==> config.mk <==
export PLATFORM = sky130hd
export DESIGN_NAME = mmio_uart_tx
export DESIGN_NICKNAME = d
export VERILOG_FILES = /design/src/rtl/mmio_uart_tx.sv
export SDC_FILE = /design/constraint.sdc
export NUM_CORES = 1
export LEC_CHECK = 0
export ABC_AREA = 1
export BUFFER_PORTS_ARGS = -buffer_cell sky130_fd_sc_hd__buf_4
export CORE_MARGIN = 2
export CORE_UTILIZATION = 40
export CTS_CLUSTER_DIAMETER = 120
export DETAILED_ROUTE_END_ITERATION = 7
export HOLD_SLACK_MARGIN = 0.06
export PLACE_DENSITY_LB_ADDON = 0.25
export SYNTH_ARGS = -nofsm -noshare
export SYNTH_HDL_FRONTEND = slang
export SYNTH_SLANG_ARGS = --single-unit
==> constraint.sdc <==
create_clock -name clk -period 3.6 [get_ports clk]
set_clock_uncertainty 0.2 [all_clocks]
set_input_delay 0.72 -clock clk [delete_from_list [all_inputs] [get_ports clk]]
set_output_delay 0.72 -clock clk [all_outputs]
set_load 0.01 [all_outputs]
==> src/rtl/mmio_uart_tx.sv <==
// rtl/mmio_uart_tx.sv - memory-mapped 8N1 transmit-only UART with TX FIFO
module mmio_uart_tx #(
  parameter logic [31:0] BASE_ADDR   = 32'h8000_0000,
  parameter int          FIFO_DEPTH  = 8,
  parameter logic [15:0] DEFAULT_DIV = 16'd434
) (
  input  logic        clk,
  input  logic        reset,
  input  logic        mem_write,
  input  logic [3:0]  byte_enable,
  input  logic [31:0] addr,
  input  logic [31:0] write_data,
  output logic [31:0] read_data,
  output logic        hit,
  output logic        uart_tx,
  output logic        tx_empty_irq
);

  localparam int AW = $clog2(FIFO_DEPTH);
  localparam int CW = AW + 1;

  typedef enum logic [1:0] {ST_IDLE, ST_START, ST_DATA, ST_STOP} state_e;

  state_e          state_q, state_d;
  logic [CW-1:0]   count_q, count_d;
  logic [AW-1:0]   wr_ptr_q, wr_ptr_d, rd_ptr_q, rd_ptr_d;
  logic            overflow_q, overflow_d;
  logic [15:0]     div_q, div_d, bit_div_q, bit_div_d, timer_q, timer_d;
  logic [2:0]      bit_cnt_q, bit_cnt_d;
  logic [7:0]      shift_q, shift_d;
  logic            uart_tx_q, uart_tx_d;
  logic [7:0]      mem_q [FIFO_DEPTH];

  logic        push_req, accept, pop, status_wr, div_wr, full, empty, busy;
  logic [15:0] bit_div_new;
  logic [31:0] count_ext;
  logic [3:0]  count_sat;
  logic        unused_bits;

  assign unused_bits = ^{addr[1:0], write_data[31:16], byte_enable[3:2]};

  assign hit       = (addr[31:4] == BASE_ADDR[31:4]);
  assign push_req  = mem_write && hit && (addr[3:2] == 2'd0) && byte_enable[0];
  assign status_wr = mem_write && hit && (addr[3:2] == 2'd1) && byte_enable[0];
  assign div_wr    = mem_write && hit && (addr[3:2] == 2'd2) && (byte_enable[1:0] == 2'b11);

  assign full      = (count_q == CW'(FIFO_DEPTH));
  assign empty     = (count_q == '0);
  assign busy      = (state_q != ST_IDLE);
  assign count_ext = 32'(count_q);
  assign count_sat = (count_ext > 32'd15) ? 4'hF : count_ext[3:0];

  assign uart_tx      = uart_tx_q;
  assign tx_empty_irq = empty && !busy;

  always_comb begin
    read_data = 32'h0;
    if (hit) begin
      case (addr[3:2])
        2'd1:    read_data = {24'h0, count_sat, overflow_q, busy, empty, full};
        2'd2:    read_data = {16'h0, div_q};
        default: read_data = 32'h0;
      endcase
    end
  end

  // Transmitter: a pop always (re)starts a frame, from IDLE or from the last STOP cycle.
  always_comb begin
    state_d     = state_q;
    bit_div_d   = bit_div_q;
    timer_d     = timer_q;
    bit_cnt_d   = bit_cnt_q;
    shift_d     = shift_q;
    rd_ptr_d    = rd_ptr_q;
    uart_tx_d   = 1'b1;
    pop         = 1'b0;
    bit_div_new = (div_q == 16'h0) ? 16'd1 : div_q;
    case (state_q)
      ST_IDLE: begin
        pop = !empty;
      end
      ST_START: begin
        uart_tx_d = 1'b0;
        if (timer_q == 16'h0) begin
          state_d   = ST_DATA;
          timer_d   = bit_div_q - 16'd1;
          bit_cnt_d = 3'd0;
        end else begin
          timer_d = timer_q - 16'd1;
        end
      end
      ST_DATA: begin
        uart_tx_d = shift_q[0];
        if (timer_q == 16'h0) begin
          shift_d   = {1'b0, shift_q[7:1]};
          timer_d   = bit_div_q - 16'd1;
          bit_cnt_d = bit_cnt_q + 3'd1;
          if (bit_cnt_q == 3'd7) state_d = ST_STOP;
        end else begin
          timer_d = timer_q - 16'd1;
        end
      end
      default: begin
        if (timer_q == 16'h0) begin
          if (!empty) pop = 1'b1;
          else        state_d = ST_IDLE;
        end else begin
          timer_d = timer_q - 16'd1;
        end
      end
    endcase
    if (pop) begin
      state_d   = ST_START;
      shift_d   = mem_q[rd_ptr_q];
      bit_div_d = bit_div_new;
      timer_d   = bit_div_new - 16'd1;
      bit_cnt_d = 3'd0;
      rd_ptr_d  = rd_ptr_q + AW'(1);
    end
  end

  // A full FIFO still accepts a push when a pop frees a slot in the same cycle.
  always_comb begin
    accept     = push_req && (!full || pop);
    wr_ptr_d   = accept ? wr_ptr_q + AW'(1) : wr_ptr_q;
    count_d    = count_q + CW'(accept) - CW'(pop);
    div_d      = div_wr ? write_data[15:0] : div_q;
    overflow_d = overflow_q;
    if (status_wr && write_data[3]) overflow_d = 1'b0;
    if (push_req && !accept)        overflow_d = 1'b1;
  end

  always_ff @(posedge clk) begin
    if (reset) begin
      state_q    <= ST_IDLE;
      count_q    <= '0;
      wr_ptr_q   <= '0;
      rd_ptr_q   <= '0;
      overflow_q <= 1'b0;
      div_q      <= DEFAULT_DIV;
      bit_div_q  <= 16'd1;
      timer_q    <= 16'h0;
      bit_cnt_q  <= 3'd0;
      shift_q    <= 8'h0;
      uart_tx_q  <= 1'b1;
    end else begin
      state_q    <= state_d;
      count_q    <= count_d;
      wr_ptr_q   <= wr_ptr_d;
      rd_ptr_q   <= rd_ptr_d;
      overflow_q <= overflow_d;
      div_q      <= div_d;
      bit_div_q  <= bit_div_d;
      timer_q    <= timer_d;
      bit_cnt_q  <= bit_cnt_d;
      shift_q    <= shift_d;
      uart_tx_q  <= uart_tx_d;
    end
  end

  always_ff @(posedge clk) begin
    if (accept) mem_q[wr_ptr_q] <= write_data[7:0];
  end

endmodule
==> impl_metrics.toml, run 1 <==
[setup_path]
r2r_slack_ns = 0.61
critical-path-slowest-cell = "sky130_fd_sc_hd__nand2_1"
worst-endpoint-required_ns = 2.68
start_kind = "input pin"
worstReg2RegStart = "count_q[2]"
ff2ff_path_depth = 13
critical_path_end_type = "output pin"
crit_arrival_ns = 2.27
setup_cp_type = "in2out"
worstReg2RegEnd = "count_q[2]"
timing.critical_path.cells = "buf_4 > nor2_1 > nand2_1 > nor3_1 > nand2_1 > inv_1 > nand2_1 > a21oi_1 > buf_4"
max_fanout_on_critical_path = 9
setup.worst_path.start = "addr[27]"
delay_of_the_slowest_cell_on_the_worst_path_ns = 0.33
crit_path_frequent_cell = "sky130_fd_sc_hd__nand2_1"

[worst_hold_path]
holdPathStages = 2
hold_path.startpoint = "shift_q[3]"
worstHoldPathType = "reg2reg"
min_delay_worst_endpoint = "shift_q[3]"

[clock_network]
clk_pin_slew_ns = 0.06
tritoncts = "done"
post-cts-setup-buffers = 0
clk_latency_worst_skew_pair_ns = 0.43
cts_inserted_buffers = 17
h-tree-depth = 4
number_of_resized_instances_in_the_post_cts_repair_step = 0
clk_root_buffer_cell = "sky130_fd_sc_hd__clkbuf_16"
max-clock-path-buffers = 2
holdBufCountCts = 0
clock-sinks = 140

[logic_synthesis]
ys_seq_elements = 140
synth_enable_flop_cells = 64
portion_of_the_post_synthesis_area_used_by_sequential_elements = 0.457
yosys_warns = 0
synthSimpleGateAreaFrac = 0.280
main_combinational_cell_family_by_area_after_synthesis = "simple AND/OR/NAND/NOR gates"
synthesis.area_per_instance_um2 = 7.62
ys_types = 42
netlist_area_um2 = 7540
synth-main-ff-cell = "sky130_fd_sc_hd__dfxtp_1"
synth_compound_gate_area_share = 0.114
synth_mux_area_frac = 0
share_of_synthesized_flip_flops_with_an_asynchronous_set_or_reset = 0
post_synth_inst_count = 989
synth-adder-area-share = 0.0359
yosys.area_share.xor_xnor = 0.0209

[sta]
finalCriticalPeriod_ns = 3.19
setup_tns_ns = 0
slew-limit-headroom = 0.361
timing.final.hold_violations = 0
postLayoutSetupSlackWorst_ns = 0.407
grt_setup_unrepaired = "no"
timing_worst_slew_pin_value_ns = 0.958
fmax_mhz = 313
fin_crit_sh = 0.887
setup_viol = 0
worst_hold_slack_ns = 0.255
final_max_slew_viol_count = 0

[placed_design]
port_buffers = 69
placed_cells_incl_taps = 1274
dp_worst_setup_slack_ns = 0.436
routabilityCongestion = 0.867
dpl.hpwl_um = 14000

[power]
power_w = 0.00648
power.leakage_nw = 3.74
power_density_nw_per_um2 = 737
max_vdd_drop_uv = 431

[drt]
routed-via-count = 6679
route.detailed.vias_per_inst = 5.11
remaining_drc_errors = 0
drtPass1Iterations = 5
finalWirelength_um = 19500
drt_iter0_markers = 691
antenna_violating_nets_post_route = 0
avgRoutedWirePerCell_um = 15.0

[finish]
number_of_diodes = 0
layout_commonest_cell = "sky130_fd_sc_hd__nand2_1"
area_growth_from_synthesis_to_layout_pct = 16.6
filler_cell_count = 1818
final_nets = 1151
drive_gt1_frac = 0.130
final_standard_cell_count_with_taps_included_and_fillers_excluded = 1306
most_used_cells_in_the_layout_excluding_fill_and_tap_cells = "sky130_fd_sc_hd__nand2_1 (183), sky130_fd_sc_hd__nor2_1 (179), sky130_fd_sc_hd__inv_1 (101), sky130_fd_sc_hd__nand3_1 (90), sky130_fd_sc_hd__buf_4 (85)"

[job]
cap_violations = 0

[global_route]
grt_first_pass_wirelength_um = 32000
vias_in_the_first_global_route = 6266
antenna_found_initial = 0
grt_start_max_net_pins = 48
grt_overflow = 0
globalRouteTotalUtil = 0.204

[die]
die_area_um2 = 20000
cell_rows = 50
initial_util = 0.406
fp.dieH_um = 141
fp.dieW_um = 141
coreArea_um2 = 18600
pin_count = 106

[run_status]
status = "complete, no violations"
==> state kept, by name, summed over array words and instances (netlist names), 2 cells and up, named ones only <==
signal     flops
bit_div_q     16
wr_ptr_q       3
rd_ptr_q       3
state_q        2
timer_q       16
bit_cnt_q      3
count_q        4
mem_q         64
shift_q        8
div_q         16
==> layout make-up <==
class / count / area [µm²] / area share
multi-input cells: 711 / 3460 / 0.393
flip-flops and latches: 140 / 3440 / 0.392
repair buffers: 85 / 638 / 0.0726
clock buffers: 18 / 429 / 0.0488
inverters: 104 / 395 / 0.0450
well taps: 234 / 293 / 0.0333
clock inverters: 14 / 135 / 0.0154
==> layer usage <==
layer  global-route usage  wire length (µm)
met3               0.0405              1250
met1                0.285              9350
met4               0.0695               297
met5                    0                 0
met2                0.317              8650
==> cells in the mapped netlist (2+ instances only) <==
| library cell | count | area (µm²) |
|---|---|---|
| sky130_fd_sc_hd__buf_4 | 20 | 150 |
| sky130_fd_sc_hd__buf_6 | 3 | 33.8 |
| sky130_fd_sc_hd__nand4_1 | 8 | 50.1 |
| sky130_fd_sc_hd__inv_2 | 2 | 7.51 |
| sky130_fd_sc_hd__xnor2_1 | 5 | 43.8 |
| sky130_fd_sc_hd__o21ai_2 | 2 | 17.5 |
| sky130_fd_sc_hd__nor4_1 | 2 | 12.5 |
| sky130_fd_sc_hd__nand2_2 | 5 | 31.3 |
| sky130_fd_sc_hd__edfxtp_1 | 64 | 1920 |
| sky130_fd_sc_hd__a21oi_1 | 46 | 230 |
| sky130_fd_sc_hd__a21oi_2 | 2 | 17.5 |
| sky130_fd_sc_hd__nand2_1 | 183 | 687 |
| sky130_fd_sc_hd__nor3_1 | 12 | 60.1 |
| sky130_fd_sc_hd__xor2_1 | 13 | 114 |
| sky130_fd_sc_hd__nand3b_1 | 4 | 30.0 |
| sky130_fd_sc_hd__o21ai_0 | 84 | 420 |
| sky130_fd_sc_hd__clkbuf_1 | 19 | 71.3 |
| sky130_fd_sc_hd__dfxtp_1 | 76 | 1520 |
| sky130_fd_sc_hd__o211ai_1 | 8 | 60.1 |
| sky130_fd_sc_hd__nor2_4 | 3 | 33.8 |
| sky130_fd_sc_hd__buf_2 | 4 | 20.0 |
| sky130_fd_sc_hd__o22ai_1 | 14 | 87.6 |
| sky130_fd_sc_hd__nor2_2 | 4 | 25.0 |
| sky130_fd_sc_hd__nand3_1 | 90 | 450 |
| sky130_fd_sc_hd__ha_1 | 20 | 250 |
| sky130_fd_sc_hd__inv_1 | 101 | 379 |
| sky130_fd_sc_hd__buf_1 | 2 | 7.51 |
| sky130_fd_sc_hd__nor2_1 | 179 | 672 |
==> critical path: cells and delay by family <==
kind	cells	cell delay [ns]
and+or+nand+nor	5	0.90
buffers and inverters	3	0.43
AOI/OAI and AO/OA	1	0.21
==> how the worst max path moves through the flow <==
stage | slack (ns) | to | depth (start not counted)
floorplan | 0.74 | count_q[2] | 12
finish | 0.41 | read_data[3] | 9
CTS | 0.42 | read_data[3] | 9
global route | 0.25 | read_data[3] | 10
detailed placement | 0.44 | read_data[3] | 9
global placement | 0.46 | read_data[3] | 9
==> through the flow <==
stage | utilization | cell area, µm²
after detailed placement | 0.443 | 8230
final | 0.473 | 8790
after floorplan | - | 7590
after CTS | 0.473 | 8790
after global placement | 0.443 | 8230
after global routing | 0.473 | 8790
==> cells by family (layout without fill, tap and decap cells) <==
group	Yosys count	count (layout)
adder cells (fa/ha/maj)	21	21
other	1	16
buffers and inverters	153	221
AND/OR/NAND/NOR	496	496
AO/OA/AOI/OAI	160	160
flip-flops	140	140
XOR/XNOR	18	18
==> power breakdown <==
group	total (W)	switching (W)	internal [W]	leakage [nW]
combinational	0.00264	0.00175	0.000899	2.27
clock	0.00169	0.000727	0.000962	0.271
sequential	0.00215	0.000239	0.00191	1.20
total	0.00648	0.00271	0.00377	3.74
Note: power is estimated with default switching activity, not from simulation.
==> run 2: changes to the inputs <==
ABC_AREA = default   (was 1)
==> run 2 against run 1 <==
  * Flip-flop and latch count did not move
  * Cell count shrank 24%
  * Via count is 19% lower
  * Die area decreased by 6.8%
  * Synthesized area decreased by 7.0%
  * Cell area is 5.4% lower
  * Utilization is 0.95 points higher
  * Setup slack better by 0.075 ns
  * Critical path depth down 1
  * Combinational power shrank 24%
  * Global-route usage decreased by 1.6 points
  * Critical path type unchanged
==> impl_metrics.toml, run 2 <==
[logic_synthesis]
yosys-top-cells-area = "sky130_fd_sc_hd__edfxtp_1 (27%), sky130_fd_sc_hd__dfxtp_1 (22%), sky130_fd_sc_hd__nand2_1 (5.4%), sky130_fd_sc_hd__mux4_2 (5.1%), sky130_fd_sc_hd__ha_1 (3.6%)"
netlist_area_um2 = 7010
share_of_synthesized_flip_flops_with_an_asynchronous_set_or_reset = 0
synthMostInstantiatedCell = "sky130_fd_sc_hd__nand2_1"
synth_top_cell_by_area = "sky130_fd_sc_hd__edfxtp_1"
ys_seq_elements = 140
synth-main-ff-cell = "sky130_fd_sc_hd__dfxtp_1"
portion_of_the_post_synthesis_area_used_by_sequential_elements = 0.491
synth_top_area_share = 0.274
yosys_warns = 0
synth_enable_flop_cells = 64
synthesis.area_per_instance_um2 = 10.2
synth.cells.most_frequent = "sky130_fd_sc_hd__nand2_1 (101), sky130_fd_sc_hd__dfxtp_1 (76), sky130_fd_sc_hd__edfxtp_1 (64)"
ys_types = 66
post_synth_inst_count = 690

[drt]
drt_iter0_markers = 435
routed-via-count = 5418
route.detailed.vias_per_inst = 5.45
finalWirelength_um = 16400
remaining_drc_errors = 0
antenna_violating_nets_post_route = 0
drtPass1Iterations = 5
avgRoutedWirePerCell_um = 16.5

[global_route]
globalRouteTotalUtil = 0.188
grt_overflow = 0
grt_first_pass_wirelength_um = 27100
vias_in_the_first_global_route = 5259
grt_start_max_net_pins = 76
antenna_found_initial = 0

[setup_path]
worstReg2RegStart = "timer_q[7]"
crit_arrival_ns = 2.20
critical_path.top_delay_family = "simple AND/OR/NAND/NOR gates"
critical_path_end_type = "output pin"
timing.critical_path.cells = "buf_4 > nor4b_1 > nand4_1 > nor2_1 > buf_4 > nand2_1 > nor2_1 > buf_4"
max_fanout_on_critical_path = 8
ff2ff_path_depth = 8
setup_cp_type = "in2out"
critical-path-slowest-cell = "sky130_fd_sc_hd__nor4b_1"
start_kind = "input pin"
crit_path_frequent_cell = "sky130_fd_sc_hd__buf_4"
delay_of_the_slowest_cell_on_the_worst_path_ns = 0.30
r2r_slack_ns = 0.51
worst-endpoint-required_ns = 2.68
worstReg2RegEnd = "count_q[1]"
cp.buffers_inverters = 3

[clock_network]
h-tree-depth = 4
clk_root_buffer_cell = "sky130_fd_sc_hd__clkbuf_16"
clk_pin_slew_ns = 0.06
tritoncts = "done"
holdBufCountCts = 0
max-clock-path-buffers = 2
cts_inserted_buffers = 17
number_of_resized_instances_in_the_post_cts_repair_step = 0
clock-sinks = 140
clk_latency_worst_skew_pair_ns = 0.43
post-cts-setup-buffers = 0

[power]
max_vdd_drop_uv = 486
seq_power_share = 0.357
swShare = 0.375
power_density_nw_per_um2 = 700
internal_power_w = 0.00364
switchingPower_w = 0.00218
pwr-share-comb = 0.346
clock_power_share = 0.297
power.leakage_nw = 3.03

[die]
pin_count = 106
initial_util = 0.407
fp.dieW_um = 136
cell_rows = 48
coreArea_um2 = 17200
die_area_um2 = 18600
fp.dieH_um = 136

[finish]
regMostFlops = "mem_q"
drive_gt1_frac = 0.187
largest_reg_flops = 64
number_of_diodes = 0
final_nets = 848
area_growth_from_synthesis_to_layout_pct = 18.7
layout_commonest_cell = "sky130_fd_sc_hd__nand2_1"
final_core_utilization = 0.483
most_used_cells_in_the_layout_excluding_fill_and_tap_cells = "sky130_fd_sc_hd__nand2_1 (101), sky130_fd_sc_hd__buf_4 (88), sky130_fd_sc_hd__dfxtp_1 (76), sky130_fd_sc_hd__edfxtp_1 (64), sky130_fd_sc_hd__a21oi_1 (48)"

[placed_design]
routabilityCongestion = 0.858
dpl.hpwl_um = 11600
port_buffers = 69

[sta]
timing_worst_slew_pin_value_ns = 0.801
setup_viol = 0
timing.final.hold_violations = 0
final_max_slew_viol_count = 0
setup_tns_ns = 0
finalCriticalPeriod_ns = 3.12
fin_crit_sh = 0.866
slew-limit-headroom = 0.466
fmax_mhz = 321
grt_setup_unrepaired = "no"

[worst_hold_path]
holdPathStages = 2
worstHoldPathType = "reg2reg"
hold_path.startpoint = "overflow_q"
min_delay_worst_endpoint = "overflow_q"

[job]
cap_violations = 0

[run_status]
status = "complete, no violations"
-- run 2: cell count changes in the layout (fill, tap and decap cells not counted), moves of 16 or more --
cell,change
sky130_fd_sc_hd__nor2_1,-135
sky130_fd_sc_hd__o21ai_0,-76
sky130_fd_sc_hd__mux4_2,+16
sky130_fd_sc_hd__nand3_1,-78
sky130_fd_sc_hd__inv_1,-82
sky130_fd_sc_hd__nand2_1,-82
-- run 2: stage by stage --
step | std cells | worst slack, ns | area (µm²) | power, W | hold WS [ns]
2_1_floorplan | 705 | 0.295 | 7060 | 0.00357 | 0.232
3_3_place_gp | 962 | 0.427 | 7720 | 0.00407 | 0.243
3_5_place_dp | 962 | 0.372 | 7720 | 0.00411 | 0.253
4_1_cts | 994 | 0.446 | 8320 | 0.00585 | 0.261
5_1_grt | 994 | 0.279 | 8320 | 0.00620 | 0.290
6_report | 994 | 0.481 | 8320 | 0.00582 | 0.259
-- run 2: cell type report --
type	instances	area (µm²)
clock inverter	15	173
timing repair buffer	88	661
clock buffer	17	425
multi-input combinational	490	3270
sequential	140	3440
inverter	19	71.3
tap	225	282
fill	1588	8920
-- run 2: kinds of logic after synthesis --
kind of cell    Yosys count  synth area share
compound gates          140             0.139
mux                      24            0.0628
xor+xnor                 28            0.0350
fa+ha+maj                21            0.0386
simple gates            261             0.182
flops                   140             0.491
buf+inv                  75            0.0507
other cells               1          0.000535
-- run 2: power groups by stage --
| stage | sequential (W) | clock (W) | combinational, W |
|---|---|---|---|
| global placement | 0.00210 | 0 | 0.00197 |
| floorplan | 0.00203 | 0 | 0.00155 |
| finish | 0.00208 | 0.00173 | 0.00201 |
| detailed placement | 0.00211 | 0 | 0.00200 |
| CTS | 0.00208 | 0.00176 | 0.00202 |
| global route | 0.00211 | 0.00183 | 0.00226 |
-- run 2: how the worst max path moves through the flow --
stage	startpoint	endpoint	cells past startpoint
floorplan	addr[13]	mem_q[2][0]	6
global placement	addr[13]	count_q[2]	11
detailed placement	addr[13]	count_q[2]	11
CTS	addr[13]	read_data[2]	8
global route	addr[13]	read_data[2]	8
finish	addr[13]	read_data[2]	8
-- run 2: routing by layer --
metal / vias to the layer above / global-route usage / wire (µm)
met5: - / 0 / 0
met4: 0 / 0.0741 / 340
met3: 27 / 0.0354 / 789
met2: 171 / 0.290 / 7590
met1: 2576 / 0.261 / 7700
li1: 2644 / - / -
-- run 2: worst register-to-register path, delay by kind of cell, from the launching register on --
family,cells,cell delay [ns]
flops,1,0.36
compound gates,2,0.44
fa+ha+maj,2,0.65
simple gates,4,1.29
==> run 3: changes to the inputs <==
clock period = 2.6 ns   (was 3.6 ns; I/O delays follow)
==> run 3 against run 2 <==
  * The flow now finishes with violations (setup timing)
  * Global-route usage up 0.99 points
  * Critical path depth up 1
  * Hold slack worse by 0.15 ns
  * Clock power up 31%
  * Cell area up 12%
  * First-iteration DRC count up 14%
  * Die area unchanged
  * Flip-flop and latch count unchanged
  * Utilization up 5.6 points
  * Total power up 52%
  * Register-to-register slack worse by 0.56 ns
  * Combinational power up 88%
  * Critical endpoint is now count_q[1]
  * Largest power group is now combinational cells
  * Highest routed layer unchanged
==> impl_metrics.toml, run 3 (synthesis gave the netlist of run 2 again) <==
[power]
seq_power_share = 0.316
max_vdd_drop_uv = 466
power_density_nw_per_um2 = 951
power_w = 0.00883
internal_power_w = 0.00560
pwr-share-comb = 0.427
swShare = 0.366
switchingPower_w = 0.00324
clock_power_share = 0.257
power.leakage_nw = 3.44

[clock_network]
cts_inserted_buffers = 17
clk_latency_worst_skew_pair_ns = 0.43
holdBufCountCts = 0
tritoncts = "done"
clk_root_buffer_cell = "sky130_fd_sc_hd__clkbuf_16"
h-tree-depth = 4
clock-sinks = 140
max-clock-path-buffers = 2
clk_pin_slew_ns = 0.07

[sta]
postLayoutSetupSlackWorst_ns = -0.0542
timing.final.hold_violations = 0
slew-limit-headroom = 0.587
fmax_mhz = 377
setup_viol = 10
grt_setup_unrepaired = "yes"
final_max_slew_viol_count = 0
fin_crit_sh = 1.02
finalCriticalPeriod_ns = 2.65
timing_worst_slew_pin_value_ns = 0.619
setup_tns_ns = -0.434

[drt]
finalWirelength_um = 17800
drtPass1Iterations = 5
avgRoutedWirePerCell_um = 16.7
remaining_drc_errors = 0
drt_iter0_markers = 496
route.detailed.vias_per_inst = 5.43
routed-via-count = 5774
antenna_violating_nets_post_route = 0

[finish]
largest_reg_flops = 64
postLayoutCellArea_um2 = 9290
final_core_utilization = 0.539
number_of_diodes = 0
filler_cell_count = 1484
final_nets = 917
area_of_the_multi_input_gates_um2 = 3570
sequential_cell_area_um2 = 3450
most_used_cells_in_the_layout_excluding_fill_and_tap_cells = "sky130_fd_sc_hd__buf_4 (140), sky130_fd_sc_hd__nand2_1 (98), sky130_fd_sc_hd__dfxtp_1 (72), sky130_fd_sc_hd__edfxtp_1 (64), sky130_fd_sc_hd__a21oi_1 (47)"
area_growth_from_synthesis_to_layout_pct = 32.5
drive_gt1_frac = 0.311
layout_commonest_cell = "sky130_fd_sc_hd__buf_4"
regMostFlops = "mem_q"

[setup_path]
critical_path_end_type = "flip-flop"
start_kind = "flip-flop"
worst-endpoint-required_ns = 2.72
timing.critical_path.cells = "or4_4 > nand4bb_4 > o22ai_4 > buf_12 > nand2_4 > o31ai_4 > ha_2 > fa_1 > nor2b_4"
delay_of_the_slowest_cell_on_the_worst_path_ns = 0.54
setup_cp_type = "reg2reg"
cp.buffers_inverters = 1
r2r_slack_ns = -0.05
max_fanout_on_critical_path = 5
critical_path.top_delay_family = "simple AND/OR/NAND/NOR gates"
crit_arrival_ns = 2.77
critical-path-slowest-cell = "sky130_fd_sc_hd__or4_4"

[global_route]
globalRouteTotalUtil = 0.198
grt_first_pass_wirelength_um = 28300
vias_in_the_first_global_route = 5559
antenna_found_initial = 0
grt_overflow = 0
grt_start_max_net_pins = 60

[die]
initial_util = 0.407
fp.dieH_um = 136
die_area_um2 = 18600
coreArea_um2 = 17200
pin_count = 106
fp.dieW_um = 136
cell_rows = 48

[job]
cap_violations = 0

[run_status]
violations = "setup timing"
status = "finished with violations"

[placed_design]
dp_worst_setup_slack_ns = -0.314
port_buffers = 69
placed_cell_area_um2 = 8460
dpl.hpwl_um = 12700
routabilityCongestion = 0.858

[worst_hold_path]
worstHoldPathType = "in2reg"
-- run 3: changes by cell type in the layout (fill, tap and decap cells not counted), moves of 4 or more --
cell / before / now
sky130_fd_sc_hd__buf_12: 0 / 13
sky130_fd_sc_hd__nor4_2: 1 / 6
sky130_fd_sc_hd__buf_4: 88 / 140
sky130_fd_sc_hd__buf_6: 0 / 4
sky130_fd_sc_hd__nor2_1: 44 / 39
sky130_fd_sc_hd__dfxtp_2: 0 / 4
sky130_fd_sc_hd__clkinvlp_4: 1 / 7
sky130_fd_sc_hd__nor4_1: 16 / 9
sky130_fd_sc_hd__clkinv_8: 4 / 0
sky130_fd_sc_hd__nor3_4: 0 / 4
sky130_fd_sc_hd__dfxtp_1: 76 / 72
sky130_fd_sc_hd__nor3_1: 26 / 19
-- run 3: final cells by class --
class,count,share of cell area
well taps,225,0.0303
repair buffers,157,0.146
flip-flops and latches,140,0.371
clock buffers,17,0.0458
multi-input cells,490,0.384
inverters,19,0.00809
clock inverters,15,0.0139
-- run 3: final timing paths --
check,cells past startpoint,start,endpoint
worst max-delay path,9,timer_q[10],count_q[1]
worst min-delay path,3,write_data[8],div_q[8]
worst max register to register,9,timer_q[10],count_q[1]
worst min register to register,2,overflow_q,overflow_q
-- run 3: tightest hold or removal path: stages --
cell	delay [ns]
sky130_fd_sc_hd__buf_4	0.08
sky130_fd_sc_hd__nand2_1	0.04
sky130_fd_sc_hd__nand3b_1	0.06
-- run 3: what timing repair did --
item	4_1_cts	5_1_grt
setup endpoints to repair	102	104
buffers inserted	2	3
gates resized for setup	14	31
pin swaps	5	5
-- run 3: power groups by stage --
stage               registers, W  clock network [W]  logic, W
floorplan                0.00281                  0   0.00224
global placement         0.00280                  0   0.00336
detailed placement       0.00282                  0   0.00345
CTS                      0.00278            0.00231   0.00361
global route             0.00283            0.00240   0.00410
finish                   0.00279            0.00227   0.00378
-- run 3: layer usage --
metal,track usage,wire length (µm),vias to the layer above
met5,0,0,-
met3,0.0347,1110,23
met4,0.0804,299,0
met2,0.319,8460,223
li1,-,-,2776
met1,0.264,7890,2752
-- run 3: metrics by stage --
| step | std cells | hold WS [ns] |
|---|---|---|
| after global placement | 1026 | 0.243 |
| after floorplan | 705 | 0.232 |
| after CTS | 1060 | 0.0966 |
| after global routing | 1063 | 0.123 |
| after detailed placement | 1026 | 0.254 |
| final | 1063 | 0.109 |
